### src/rtl/vedic_mul_pipe.sv
// Three-stage RV32M multiplier (MUL/MULH/MULHSU/MULHU) built from half-width
// partial products. Optional statistics counters are enabled by VEDIC_MUL_STATS_EN.
module vedic_mul_pipe #(
  parameter int XLEN  = 32,
  parameter int TAG_W = 5
) (
  input  logic             clk,
  input  logic             rst_n,
  input  logic             flush,
  input  logic             in_valid,
  output logic             in_ready,
  input  logic [1:0]       in_op,
  input  logic [XLEN-1:0]  in_a,
  input  logic [XLEN-1:0]  in_b,
  input  logic [TAG_W-1:0] in_tag,
  output logic             out_valid,
  input  logic             out_ready,
  output logic [XLEN-1:0]  out_result,
  output logic [TAG_W-1:0] out_tag
`ifdef VEDIC_MUL_STATS_EN
  ,
  output logic [31:0]      stat_ops,
  output logic [31:0]      stat_stall
`endif
);

  localparam int H  = XLEN / 2;
  localparam int PW = 2 * XLEN;

  localparam logic [1:0] OP_MUL    = 2'b00;
  localparam logic [1:0] OP_MULH   = 2'b01;
  localparam logic [1:0] OP_MULHSU = 2'b10;

  // Handshake: an op moves on a rising edge when valid && ready at that port.
  // The whole pipe freezes while a result waits on a non-ready consumer; flush
  // empties every stage and wins over the freeze and over a same-cycle input.
  logic stall;
  logic accept;

  assign stall    = out_valid & ~out_ready;
  assign in_ready = ~stall;
  assign accept   = in_valid & in_ready & ~flush;

  // ---------------- S1: sign handling and partial products ----------------
  logic            a_signed;
  logic            b_signed;
  logic            sign_a;
  logic            sign_b;
  logic [XLEN-1:0] mag_a;
  logic [XLEN-1:0] mag_b;
  logic            mag_zero;
  logic            neg_c;
  logic [XLEN-1:0] pp_ll;
  logic [XLEN-1:0] pp_lh;
  logic [XLEN-1:0] pp_hl;
  logic [XLEN-1:0] pp_hh;

  always_comb begin
    a_signed = (in_op == OP_MULH) || (in_op == OP_MULHSU);
    b_signed = (in_op == OP_MULH);
    sign_a   = a_signed & in_a[XLEN-1];
    sign_b   = b_signed & in_b[XLEN-1];
    // Two's-complement negate; the most negative value maps onto 2^(XLEN-1).
    mag_a    = sign_a ? (~in_a + XLEN'(1)) : in_a;
    mag_b    = sign_b ? (~in_b + XLEN'(1)) : in_b;
    mag_zero = (mag_a == '0) || (mag_b == '0);
    neg_c    = (sign_a ^ sign_b) & ~mag_zero;
    pp_ll    = XLEN'(mag_a[H-1:0])    * XLEN'(mag_b[H-1:0]);
    pp_lh    = XLEN'(mag_a[H-1:0])    * XLEN'(mag_b[XLEN-1:H]);
    pp_hl    = XLEN'(mag_a[XLEN-1:H]) * XLEN'(mag_b[H-1:0]);
    pp_hh    = XLEN'(mag_a[XLEN-1:H]) * XLEN'(mag_b[XLEN-1:H]);
  end

  logic             s1_valid;
  logic [XLEN-1:0]  s1_ll;
  logic [XLEN-1:0]  s1_lh;
  logic [XLEN-1:0]  s1_hl;
  logic [XLEN-1:0]  s1_hh;
  logic             s1_neg;
  logic [1:0]       s1_op;
  logic [TAG_W-1:0] s1_tag;

  always_ff @(posedge clk) begin
    if (!rst_n) begin
      s1_ll  <= '0;
      s1_lh  <= '0;
      s1_hl  <= '0;
      s1_hh  <= '0;
      s1_neg <= 1'b0;
      s1_op  <= '0;
      s1_tag <= '0;
    end else if (accept) begin
      s1_ll  <= pp_ll;
      s1_lh  <= pp_lh;
      s1_hl  <= pp_hl;
      s1_hh  <= pp_hh;
      s1_neg <= neg_c;
      s1_op  <= in_op;
      s1_tag <= in_tag;
    end
  end

  // ---------------- S2: cross-term sum ----------------
  logic             s2_valid;
  logic [XLEN:0]    s2_cross;
  logic [H-1:0]     s2_ll_lo;
  logic [H-1:0]     s2_ll_hi;
  logic [XLEN-1:0]  s2_hh;
  logic             s2_neg;
  logic [1:0]       s2_op;
  logic [TAG_W-1:0] s2_tag;

  always_ff @(posedge clk) begin
    if (!rst_n) begin
      s2_cross <= '0;
      s2_ll_lo <= '0;
      s2_ll_hi <= '0;
      s2_hh    <= '0;
      s2_neg   <= 1'b0;
      s2_op    <= '0;
      s2_tag   <= '0;
    end else if (!stall && s1_valid) begin
      s2_cross <= {1'b0, s1_lh} + {1'b0, s1_hl};
      s2_ll_lo <= s1_ll[H-1:0];
      s2_ll_hi <= s1_ll[XLEN-1:H];
      s2_hh    <= s1_hh;
      s2_neg   <= s1_neg;
      s2_op    <= s1_op;
      s2_tag   <= s1_tag;
    end
  end

  // ---------------- S3: final sum, sign fix-up, half select ----------------
  // The low H bits of the product are ll[H-1:0] untouched; only the upper
  // PW-H bits need the three-way add.
  logic [PW-H-1:0] p_upper;
  logic [PW-1:0]   p_mag;
  logic [PW-1:0]   p_fin;
  logic [XLEN-1:0] result_c;

  always_comb begin
    p_upper  = (PW-H)'(s2_ll_hi) + (PW-H)'(s2_cross) + {s2_hh, {H{1'b0}}};
    p_mag    = {p_upper, s2_ll_lo};
    p_fin    = s2_neg ? (~p_mag + PW'(1)) : p_mag;
    result_c = (s2_op == OP_MUL) ? p_fin[XLEN-1:0] : p_fin[PW-1:XLEN];
  end

  always_ff @(posedge clk) begin
    if (!rst_n) begin
      out_result <= '0;
      out_tag    <= '0;
    end else if (!stall && s2_valid) begin
      out_result <= result_c;
      out_tag    <= s2_tag;
    end
  end

  // ---------------- stage valids ----------------
  always_ff @(posedge clk) begin
    if (!rst_n || flush) begin
      s1_valid  <= 1'b0;
      s2_valid  <= 1'b0;
      out_valid <= 1'b0;
    end else if (!stall) begin
      s1_valid  <= accept;
      s2_valid  <= s1_valid;
      out_valid <= s2_valid;
    end
  end

`ifdef VEDIC_MUL_STATS_EN
  // Counters survive flush; only reset clears them.
  always_ff @(posedge clk) begin
    if (!rst_n) begin
      stat_ops   <= '0;
      stat_stall <= '0;
    end else begin
      if (out_valid && out_ready) stat_ops <= stat_ops + 32'd1;
      if (stall) stat_stall <= stat_stall + 32'd1;
    end
  end
`endif

endmodule
### config.mk
export PLATFORM = sky130hd
export DESIGN_NAME = vedic_mul_pipe
export DESIGN_NICKNAME = d
export VERILOG_FILES = /design/src/rtl/vedic_mul_pipe.sv
export SDC_FILE = /design/constraint.sdc
export NUM_CORES = 2
export LEC_CHECK = 0
export ABC_CLOCK_PERIOD_IN_PS = 23200
export BUFFER_PORTS_ARGS = -buffer_cell sky130_fd_sc_hd__buf_2
export CAP_MARGIN = 20
export CORE_UTILIZATION = 50
export DETAILED_ROUTE_END_ITERATION = 6
export PLACE_DENSITY = 0.66
export SLEW_MARGIN = 25
export SYNTH_ARGS = -nofsm -noshare
export SYNTH_HDL_FRONTEND = slang
export SYNTH_SLANG_ARGS = --single-unit
### constraint.sdc
create_clock -name clk -period 23.2 [get_ports clk]
set_clock_uncertainty 0.15 [all_clocks]
set_input_delay 4.64 -clock clk [delete_from_list [all_inputs] [get_ports clk]]
set_output_delay 4.64 -clock clk [all_outputs]
set_load 0.02 [all_outputs]
==> results.json <==
{
  "syn_area_per_cell_um2": 8.03,
  "hold_class": "reg -> reg",
  "via_per_inst": 5.74,
  "dieArea_mm2": 0.101,
  "ios": 115,
  "synth_edf_count": 0,
  "tightest_slew_ns": 1.14,
  "cp_slowest_cell": "a2111oi_0",
  "coreArea_mm2": 0.0984,
  "ys.flop_type": "dfxtp_1",
  "startpoint": "in_b[0]",
  "nets": 7500,
  "ys_ff_latch": 281,
  "dr_total_vias": 42900,
  "crit_cells": 32,
  "cp-start-kind": "input port",
  "clock-sinks": 281,
  "crit_path_max_incr_delay_ns": 0.77,
  "htreeDepth": 2,
  "r2r_slack_ns": 18.18,
  "cp_data_required_time_ns": 23.51,
  "grt_pass1_vias": 43200,
  "worst-setup-path-type": "in -> reg",
  "grt_pass1_wl_um": 250000,
  "diodes": 0,
  "initial_core_util_pct": 50.5,
  "grt_max_degree": 139,
  "fin_crit_sh_pct": 62.4,
  "reg2regPathDepth": 14,
  "syn_nets": 7525,
  "setup-violations-final": 0,
  "drt_wl_total_um": 161000,
  "cts_hold_buffers": 0,
  "synthCells": 6186,
  "cp-end-kind": "flop",
  "antenna_found_initial": 8,
  "r2r_end": "out_result[20]$_SDFFE_PN0P_",
  "place_congestion": 0.996,
  "cts_tree": "done",
  "numCtsBuffers": 36,
  "synth.yosys.seq_area_share_pct": 11.3,
  "grtUsageTotal_pct": 32.6,
  "clk_latency_ns": 0.58,
  "dpl-instance-area_mm2": 0.0522,
  "hold_viol_final": 0,
  "fin_crit_ns": 14.48,
  "cts_buffer_depth": 3,
  "die_h_um": 317,
  "clkTransAtPathRegs_ns": 0.06,
  "critical_path.top_delay_family": "adder cells",
  "yosysUniqueCellTypes": 100,
  "port_buffers": 114,
  "synth_area_mm2": 0.0497,
  "drc": 0,
  "ys_warn_count": 0,
  "worstSetupEndpoint": "s1_hh[31]$_SDFFE_PN0P_",
  "cp_data_arrival_time_ns": 14.79,
  "nFillCells": 9410,
  "drive_gt1_share_pct": 6.69,
  "r2r_start": "s2_cross[0]$_SDFFE_PN0P_",
  "rows": 115,
  "critPathBufInv": 6,
  "dr.first_iter.drc_count": 3723,
  "syn2layout_area_growth_pct": 7.70,
  "routedWlPerCell_um": 21.5,
  "post-cts-setup-buffers": 0,
  "rsz0062_at_grt": "false",
  "final_max_slew_viol_count": 0,
  "die_w_um": 317,
  "status": "completed",
  "ys_async_sr_fraction_pct": 0,
  "fin_tns_setup_ns": 0,
  "ctsResizeCount": 0,
  "ant_nets": 0,
  "final_cell_area_mm2": 0.0535,
  "cap_violations": 0,
  "critPathMaxFanout": 22,
  "cts_root_buf": "clkbuf_16",
  "dr.pass1.iters": 5,
  "grt_overflow": 0,
  "crit_top_cell": "fa_1",
  "fmax_ghz": 0.0691,
  "relSlewSlack_pct": 24.1,
  "hpwl_um": 124000
}
registers in the layout (all words and copies together) (netlist names):
name,cells
out_result,32
out_tag,5
out_valid,1
s1_hh,32
s1_hl,32
s1_lh,32
s1_ll,32
s1_neg,1
s1_op,2
s1_tag,5
s1_valid,1
s2_cross,33
s2_hh,32
s2_ll_hi,16
s2_ll_lo,16
s2_neg,1
s2_op,2
s2_tag,5
s2_valid,1
worst min path at each step:
stage                                     from                    endpoint  slack (ns)  cells after the start
finish              out_result[1]$_SDFFE_PN0P_  out_result[1]$_SDFFE_PN0P_        0.30                      2
global route            s1_tag[1]$_SDFFE_PN0P_      s2_tag[1]$_SDFFE_PN0P_        0.31                      2
CTS                 out_result[1]$_SDFFE_PN0P_  out_result[1]$_SDFFE_PN0P_        0.30                      2
detailed placement  out_result[1]$_SDFFE_PN0P_  out_result[1]$_SDFFE_PN0P_        0.29                      2
global placement    out_result[3]$_SDFFE_PN0P_  out_result[3]$_SDFFE_PN0P_        0.28                      1
floorplan               s1_ll[18]$_SDFFE_PN0P_      s1_ll[18]$_SDFFE_PN0P_        0.27                      2
placed cells by master, fill, tap and decap left out, drive strengths merged, types with 28 or more instances in the layout:
master | Yosys | final
nor2 | 648 | 648
fa | 778 | 778
xnor2 | 186 | 186
nand2 | 1086 | 1086
buf | 32 | 237
nand4 | 35 | 35
a21o | 73 | 73
xor2 | 121 | 121
o21ai | 143 | 143
o21bai | 31 | 31
and3 | 28 | 28
dfxtp | 281 | 281
clkbuf | 268 | 44
and2 | 29 | 29
nor3 | 76 | 76
inv | 938 | 945
or3 | 31 | 31
a21oi | 435 | 435
nand3 | 73 | 73
nand2b | 38 | 38
a31oi | 43 | 43
ha | 485 | 485
logic make-up (layout without fill, tap and decap cells):
| logic type | Yosys count | after routing | share of synthesized area (%) |
|---|---|---|---|
| muxes | 9 | 9 | 0.209 |
| DFF | 281 | 281 | 11.3 |
| xor gates and xnor gates | 307 | 307 | 5.43 |
| adders and majority gates | 1263 | 1263 | 43.6 |
| buffers and inverters | 1240 | 1243 | 9.45 |
| and+or+nand+nor | 2155 | 2155 | 18.4 |
| AOI/OAI and AO/OA | 931 | 931 | 11.6 |
routing by layer:
metal / up-vias / GRT usage (%) / share of wire [%]
met1: 21000 / 43.0 / 41
met3: 430 / 7.53 / 10
met2: 1912 / 50.7 / 43
met4: 12 / 15.6 / 5.5
li1: 19500 / - / -
met5: - / 0 / 0.047
worst register-to-register path: stages, from the launching register on:
cell and delay (ns):
dfxtp_1 0.32, ha_1 0.23, fa_1 0.43, a211o_1 0.38
a21o_2 0.24, a221o_1 0.30, o2111a_1 0.25, nor4_4 0.54
and3_1 0.25, nand3_1 0.21, nor2_1 0.54, nand4_1 0.37
o21ai_0 0.32, xor2_1 0.27, a21oi_1 0.10
synthesized netlist by cell type, types with 72 or more instances:
cell type  instances  area share [%]
clkbuf_1         267             2.0
nor3_1            73            0.74
ha_1             485              12
nand3_1           72            0.73
o21ai_0          131             1.3
fa_1             778              31
a21oi_1          433             4.4
dfxtp_1          281              11
inv_1            938             7.1
nand2_1         1086             8.2
xor2_1           120             2.1
xnor2_1          186             3.3
nor2_1           647             4.9
layout make-up:
class / count / area (µm²) / share of cell area (%)
clock buffers: 44 / 961 / 1.80
clock inverters: 22 / 298 / 0.557
inverters: 940 / 3540 / 6.61
multi-input cells: 4665 / 40000 / 74.7
flip-flops and latches: 281 / 5630 / 10.5
well taps: 1287 / 1610 / 3.01
repair buffers: 237 / 1510 / 2.82
stage by stage:
stage	instances	util (%)	setup slack, ns	hold WS [ns]
final	7476	54.4	8.72	0.297
after global routing	7476	54.4	8.06	0.309
after CTS	7476	54.3	8.93	0.299
after global placement	7410	53.0	8.59	0.284
after detailed placement	7410	53.0	8.37	0.291
after floorplan	6186	-	10.03	0.275
Power is not shown: default switching activity piles up to over one toggle a cycle in this logic, so the estimate is an artifact.
